`src/rtl/nco_hop_ctrl.sv`:
```
// Frequency-hop sequencer for an NCO. It walks a 4-entry FCW/dwell table,
// masks the NCO pipeline flush after each FCW change, and forwards valid samples.
module nco_hop_ctrl #(
  parameter int SETTLE  = 9,
  parameter int DWELL_W = 16
) (
  input  logic               clk,
  input  logic               rst_n,
  input  logic               CfgWe,
  input  logic [1:0]         CfgAddr,
  input  logic [19:0]        CfgFCW,
  input  logic [DWELL_W-1:0] CfgDwell,
  input  logic [1:0]         NumHops,
  input  logic               Loop,
  input  logic               SelXYCfg,
  input  logic               SelSignCfg,
  input  logic               Start,
  input  logic               Stop,
  output logic               En,
  output logic [19:0]        FCW,
  output logic               selXY,
  output logic               selSign,
  input  logic               Vld,
  input  logic [11:0]        Dout,
  output logic               SampleVld,
  output logic [11:0]        Sample,
  output logic [1:0]         HopIdx,
  output logic               Busy,
  output logic               Done,
  output logic               CfgErr
);

  localparam int SET_W = (SETTLE > 1) ? $clog2(SETTLE) : 1;

  typedef enum logic [1:0] {S_IDLE, S_SETTLE, S_RUN, S_DONE} state_t;

  state_t             r_state;
  logic [SET_W-1:0]   r_settle_cnt;
  logic [DWELL_W-1:0] r_dwell_cnt;
  logic [19:0]        r_tbl_fcw   [4];
  logic [DWELL_W-1:0] r_tbl_dwell [4];

  logic               w_busy;
  logic [DWELL_W-1:0] w_dwell_eff;
  logic               w_dwell_last;
  logic               w_has_next;
  logic [1:0]         w_next_idx;

  // A programmed dwell of zero is treated as a single sample.
  assign w_busy       = (r_state == S_SETTLE) || (r_state == S_RUN);
  assign w_dwell_eff  = (r_tbl_dwell[HopIdx] == '0) ? DWELL_W'(1) : r_tbl_dwell[HopIdx];
  assign w_dwell_last = (r_dwell_cnt >= (w_dwell_eff - DWELL_W'(1)));
  assign w_has_next   = (HopIdx < NumHops) || Loop;
  assign w_next_idx   = (HopIdx < NumHops) ? (HopIdx + 2'd1) : 2'd0;

  always_ff @(posedge clk or negedge rst_n) begin
    if (!rst_n) begin
      r_state      <= S_IDLE;
      r_settle_cnt <= '0;
      r_dwell_cnt  <= '0;
      for (int i = 0; i < 4; i++) begin
        r_tbl_fcw[i]   <= '0;
        r_tbl_dwell[i] <= '0;
      end
      En        <= 1'b0;
      FCW       <= '0;
      selXY     <= 1'b0;
      selSign   <= 1'b0;
      SampleVld <= 1'b0;
      Sample    <= '0;
      HopIdx    <= '0;
      Busy      <= 1'b0;
      Done      <= 1'b0;
      CfgErr    <= 1'b0;
    end else begin
      CfgErr    <= CfgWe && w_busy;
      SampleVld <= 1'b0;
      Done      <= 1'b0;
      if (CfgWe && !w_busy) begin
        r_tbl_fcw[CfgAddr]   <= CfgFCW;
        r_tbl_dwell[CfgAddr] <= CfgDwell;
      end

      if (Stop) begin
        r_state      <= S_IDLE;
        r_settle_cnt <= '0;
        r_dwell_cnt  <= '0;
        En           <= 1'b0;
        Busy         <= 1'b0;
      end else begin
        case (r_state)
          S_IDLE: begin
            if (Start) begin
              r_state      <= S_SETTLE;
              r_settle_cnt <= SET_W'(SETTLE - 1);
              r_dwell_cnt  <= '0;
              HopIdx       <= 2'd0;
              FCW          <= r_tbl_fcw[0];
              selXY        <= SelXYCfg;
              selSign      <= SelSignCfg;
              En           <= 1'b1;
              Busy         <= 1'b1;
            end
          end
          S_SETTLE: begin
            if (r_settle_cnt == '0) r_state <= S_RUN;
            else r_settle_cnt <= r_settle_cnt - SET_W'(1);
          end
          S_RUN: begin
            if (Vld) begin
              SampleVld <= 1'b1;
              Sample    <= Dout;
              if (w_dwell_last) begin
                r_dwell_cnt <= '0;
                if (w_has_next) begin
                  r_state      <= S_SETTLE;
                  r_settle_cnt <= SET_W'(SETTLE - 1);
                  HopIdx       <= w_next_idx;
                  FCW          <= r_tbl_fcw[w_next_idx];
                end else begin
                  r_state <= S_DONE;
                  En      <= 1'b0;
                  Busy    <= 1'b0;
                  Done    <= 1'b1;
                end
              end else if (r_dwell_cnt != '1) begin
                r_dwell_cnt <= r_dwell_cnt + DWELL_W'(1);
              end
            end
          end
          S_DONE:  r_state <= S_IDLE;
          default: r_state <= S_IDLE;
        endcase
      end
    end
  end

endmodule

```
`config.mk`:
```
export PLATFORM = sky130hd
export DESIGN_NAME = nco_hop_ctrl
export DESIGN_NICKNAME = d
export VERILOG_FILES = /design/src/rtl/nco_hop_ctrl.sv
export SDC_FILE = /design/constraint.sdc
export NUM_CORES = 1
export LEC_CHECK = 0
export CAP_MARGIN = 40
export CORE_ASPECT_RATIO = 1.2
export CORE_MARGIN = 5
export CORE_UTILIZATION = 57
export CTS_BUF_LIST = sky130_fd_sc_hd__clkbuf_8 sky130_fd_sc_hd__clkbuf_16
export CTS_CLUSTER_DIAMETER = 120
export DETAILED_ROUTE_END_ITERATION = 16
export GPL_TIMING_DRIVEN = 1
export PLACE_DENSITY = 0.8
export SLEW_MARGIN = 20
export SYNTH_ARGS = -nofsm -noshare
export SYNTH_HDL_FRONTEND = slang
export SYNTH_SLANG_ARGS = --single-unit
```
`constraint.sdc`:
```
create_clock -name clk -period 5.51 [get_ports clk]
set_input_delay 1.102 -clock clk [delete_from_list [all_inputs] [get_ports clk]]
set_output_delay 1.102 -clock clk [all_outputs]
set_load 0.02 [all_outputs]
```
==> impl_metrics.toml <==
[run_status]
status = "finished clean"

[finish]
final_common_cell = "dfrtp_1"
fin_cells = 1115
utilization = 0.699
syn_to_final_growth_pct = 21.4
layout_common_cells = "204 x dfrtp_1, 167 x mux2_1, 100 x clkdlybuf4s50_1"
drive_above_1_share = 0.135
nets = 965
antenna_cells = 0

[floorplanning]
die_w_um = 131
fp.dieArea_mm2 = 0.0203
num_rows = 53
core_area_mm2 = 0.0174
start_util = 0.576
io_pins = 102
fp.dieH_um = 155

[placement]
place_ws_ns = 0.157
portBuffers = 101
dp_cells = 1074
finalWeightedCongestion = 0.883
post-dp-hpwl_um = 15700

[clocking]
cts_tree = "yes"
cts_made_buffers = 22
cts_resized = 0
hold_buffers = 0
htreeDepth = 1
clk_pin_slew_ns = 0.06
cts_root_buffer = "clkbuf_16"
cts.path.max_buffers = 3
clock_latency_ns = 0.50
cts_sinks = 206
cts_setup_buffers = 0

[detailed_routing]
avgViaCountPerCell = 6.13
postRouteAntennaNets = 0
drc = 0
drtIter0Drc = 410
vias = 6837
wl_per_cell_um = 21.0
first_pass_iters = 4
routed_wl_um = 23400

[critical_path]
critPathArrivalTime_ns = 5.49
worstPathRequired_ns = 5.88
timing.rr.start = "HopIdx[0]"
r2r-end = "FCW[10]"
endpoint = "FCW[10]"
critPathMaxFanout = 22
r2r_setup_slack_ns = 0.39
path_class = "reg2reg"
cp-start-kind = "register"
crit_start = "HopIdx[0]"
critPathCaptureType = "register"
reg2reg_depth = 18

[logic_synthesis]
yosysSeqAreaShare = 0.515
ys_seq_elements = 206
synth_warnings = 0
synth_nets = 861
synth-async-reset-ratio = 1.00
synth_edf_count = 0
synth_area_per_cell_um2 = 12.9
syn_inst = 776
synth-main-ff-cell = "dfrtp_1"
synthDistinctLibCells = 58
netlist_area_mm2 = 0.0100

[global_routing]
grt_pass1_vias = 7526
grt.total_usage = 0.240
grt_first_pass_wirelength_um = 39200
antenna_found_initial = 0
gr-total-overflow = 0
grt_max_degree = 107

[timing]
tightest_slew_ns = 0.754
layout_setup_ws_ns = 0.390
hold_viol_final = 0
fin_crit_sh = 0.929
setup_viol = 0
rsz0062_at_grt = "no"
clock.fmax_ghz = 0.195
min_period_ns = 5.12
slew_viol_final = 0
relSlewSlack = 0.494
fin_skew_ns = 0.00819
fin_setup_tns_ns = 0

[run]
maxCapViolations = 0

[worst_hold_path]
hold_class = "reg2reg"

[power_and_ir_drop]
ir_worst_vdd_uv = 294
leakage_nw = 5.07
finalPower_w = 0.00637
power_density_mw_per_mm2 = 524
[power by group]
part	internal (W)	total, W	switching (W)
registers	0.00221	0.00260	0.000396
logic	0.00117	0.00227	0.00110
clock network	0.000902	0.00149	0.000591
total	0.00428	0.00637	0.00209
[worst min-delay path by stage]
stage	to	startpoint	cells after the start
after detailed placement	r_tbl_fcw[48]	r_tbl_fcw[48]	1
after global placement	r_tbl_fcw[59]	r_tbl_fcw[59]	1
after floorplan	r_tbl_fcw[40]	r_tbl_fcw[40]	1
after CTS	r_tbl_dwell[34]	r_tbl_dwell[34]	1
after global routing	r_tbl_dwell[34]	r_tbl_dwell[34]	1
final	r_tbl_fcw[48]	r_tbl_fcw[48]	1
[worst max-delay path, stage by stage, from the launching register on]
cell       delay [ns]
dfrtp_4          0.63
mux4_2           0.60
or3_4            0.44
nor4_4           0.39
a31oi_1          0.19
ha_1             0.24
nor3b_1          0.20
and2_1           0.18
nand2_1          0.07
xor2_1           0.07
ha_1             0.27
nand4_1          0.16
nor4_1           0.34
buf_4            0.18
a2111oi_2        0.05
buf_4            0.17
a211oi_4         0.21
buf_12           0.23
mux2_1           0.35
[synthesized netlist by cell type, drive strengths merged, types with 2 or more instances]
| master | instances | area [um^2] |
|---|---|---|
| nor3b | 2 | 15.0 |
| xor2 | 14 | 123 |
| nor4bb | 2 | 20.0 |
| or3 | 3 | 23.8 |
| nand2b | 29 | 181 |
| a21oi | 38 | 190 |
| o21a | 2 | 15.0 |
| o31ai | 23 | 173 |
| mux2 | 199 | 2240 |
| nand4 | 7 | 43.8 |
| xnor2 | 9 | 78.8 |
| nor2 | 28 | 105 |
| mux4 | 16 | 360 |
| dfrtp | 206 | 5150 |
| nor2b | 2 | 12.5 |
| nor4b | 2 | 23.8 |
| a21o | 3 | 22.5 |
| nor3 | 6 | 35.0 |
| nor4 | 5 | 46.3 |
| a31oi | 5 | 31.3 |
| nand3 | 15 | 75.1 |
| o211ai | 2 | 15.0 |
| a211o | 2 | 17.5 |
| and2 | 3 | 18.8 |
| clkbuf | 35 | 131 |
| o32ai | 2 | 17.5 |
| inv | 14 | 52.6 |
| nand2 | 20 | 77.6 |
| ha | 24 | 300 |
| a211oi | 6 | 45.0 |
| and3 | 4 | 25.0 |
| buf | 6 | 36.3 |
| or2 | 2 | 12.5 |
| nand3b | 4 | 30.0 |
| o21ai | 4 | 20.0 |
| o22ai | 21 | 131 |
[logic make-up (layout without fill, tap and decap cells)]
family / after synthesis / count (layout) / synth area share
AOI/OAI and AO/OA: 113 / 113 / 0.0725
xor gates and xnor gates: 23 / 23 / 0.0201
adders and majority gates: 24 / 24 / 0.0300
buffers and inverters: 55 / 174 / 0.0220
DFF: 206 / 206 / 0.515
muxes: 216 / 216 / 0.261
and+or+nand+nor: 139 / 139 / 0.0792
[through the flow]
| stage | hold WS [ns] | cell area [um^2] |
|---|---|---|
| CTS | 0.487 | 12100 |
| floorplan | 0.450 | 10000 |
| global placement | 0.461 | 11300 |
| global route | 0.495 | 12100 |
| finish | 0.481 | 12100 |
| detailed placement | 0.472 | 11400 |
[registers in the layout, summed over array words and instances (netlist names), 2 cells and up]
| register | flops |
|---|---|
| r_dwell_cnt | 16 |
| r_tbl_fcw | 80 |
| FCW | 20 |
| r_settle_cnt | 4 |
| r_state | 2 |
| Sample | 12 |
| HopIdx | 2 |
| r_tbl_dwell | 64 |
[layer usage]
metal  track usage  vias up  part of all wire
met5             0        -                 0
met4        0.0608        0             0.018
met3        0.0388       40             0.052
met2         0.416      215              0.52
met1         0.315     3514              0.41
li1              -     3068                 -
[final cells by class]
| class | instances | area [um^2] |
|---|---|---|
| clock buffer | 27 | 631 |
| clock inverter | 12 | 109 |
| fill | 1125 | 5230 |
| inverter | 14 | 52.6 |
| multi-input combinational | 515 | 4690 |
| sequential | 206 | 5160 |
| tap | 220 | 275 |
| timing repair buffer | 121 | 1220 |
Note: power is estimated with default switching activity, not from simulation.
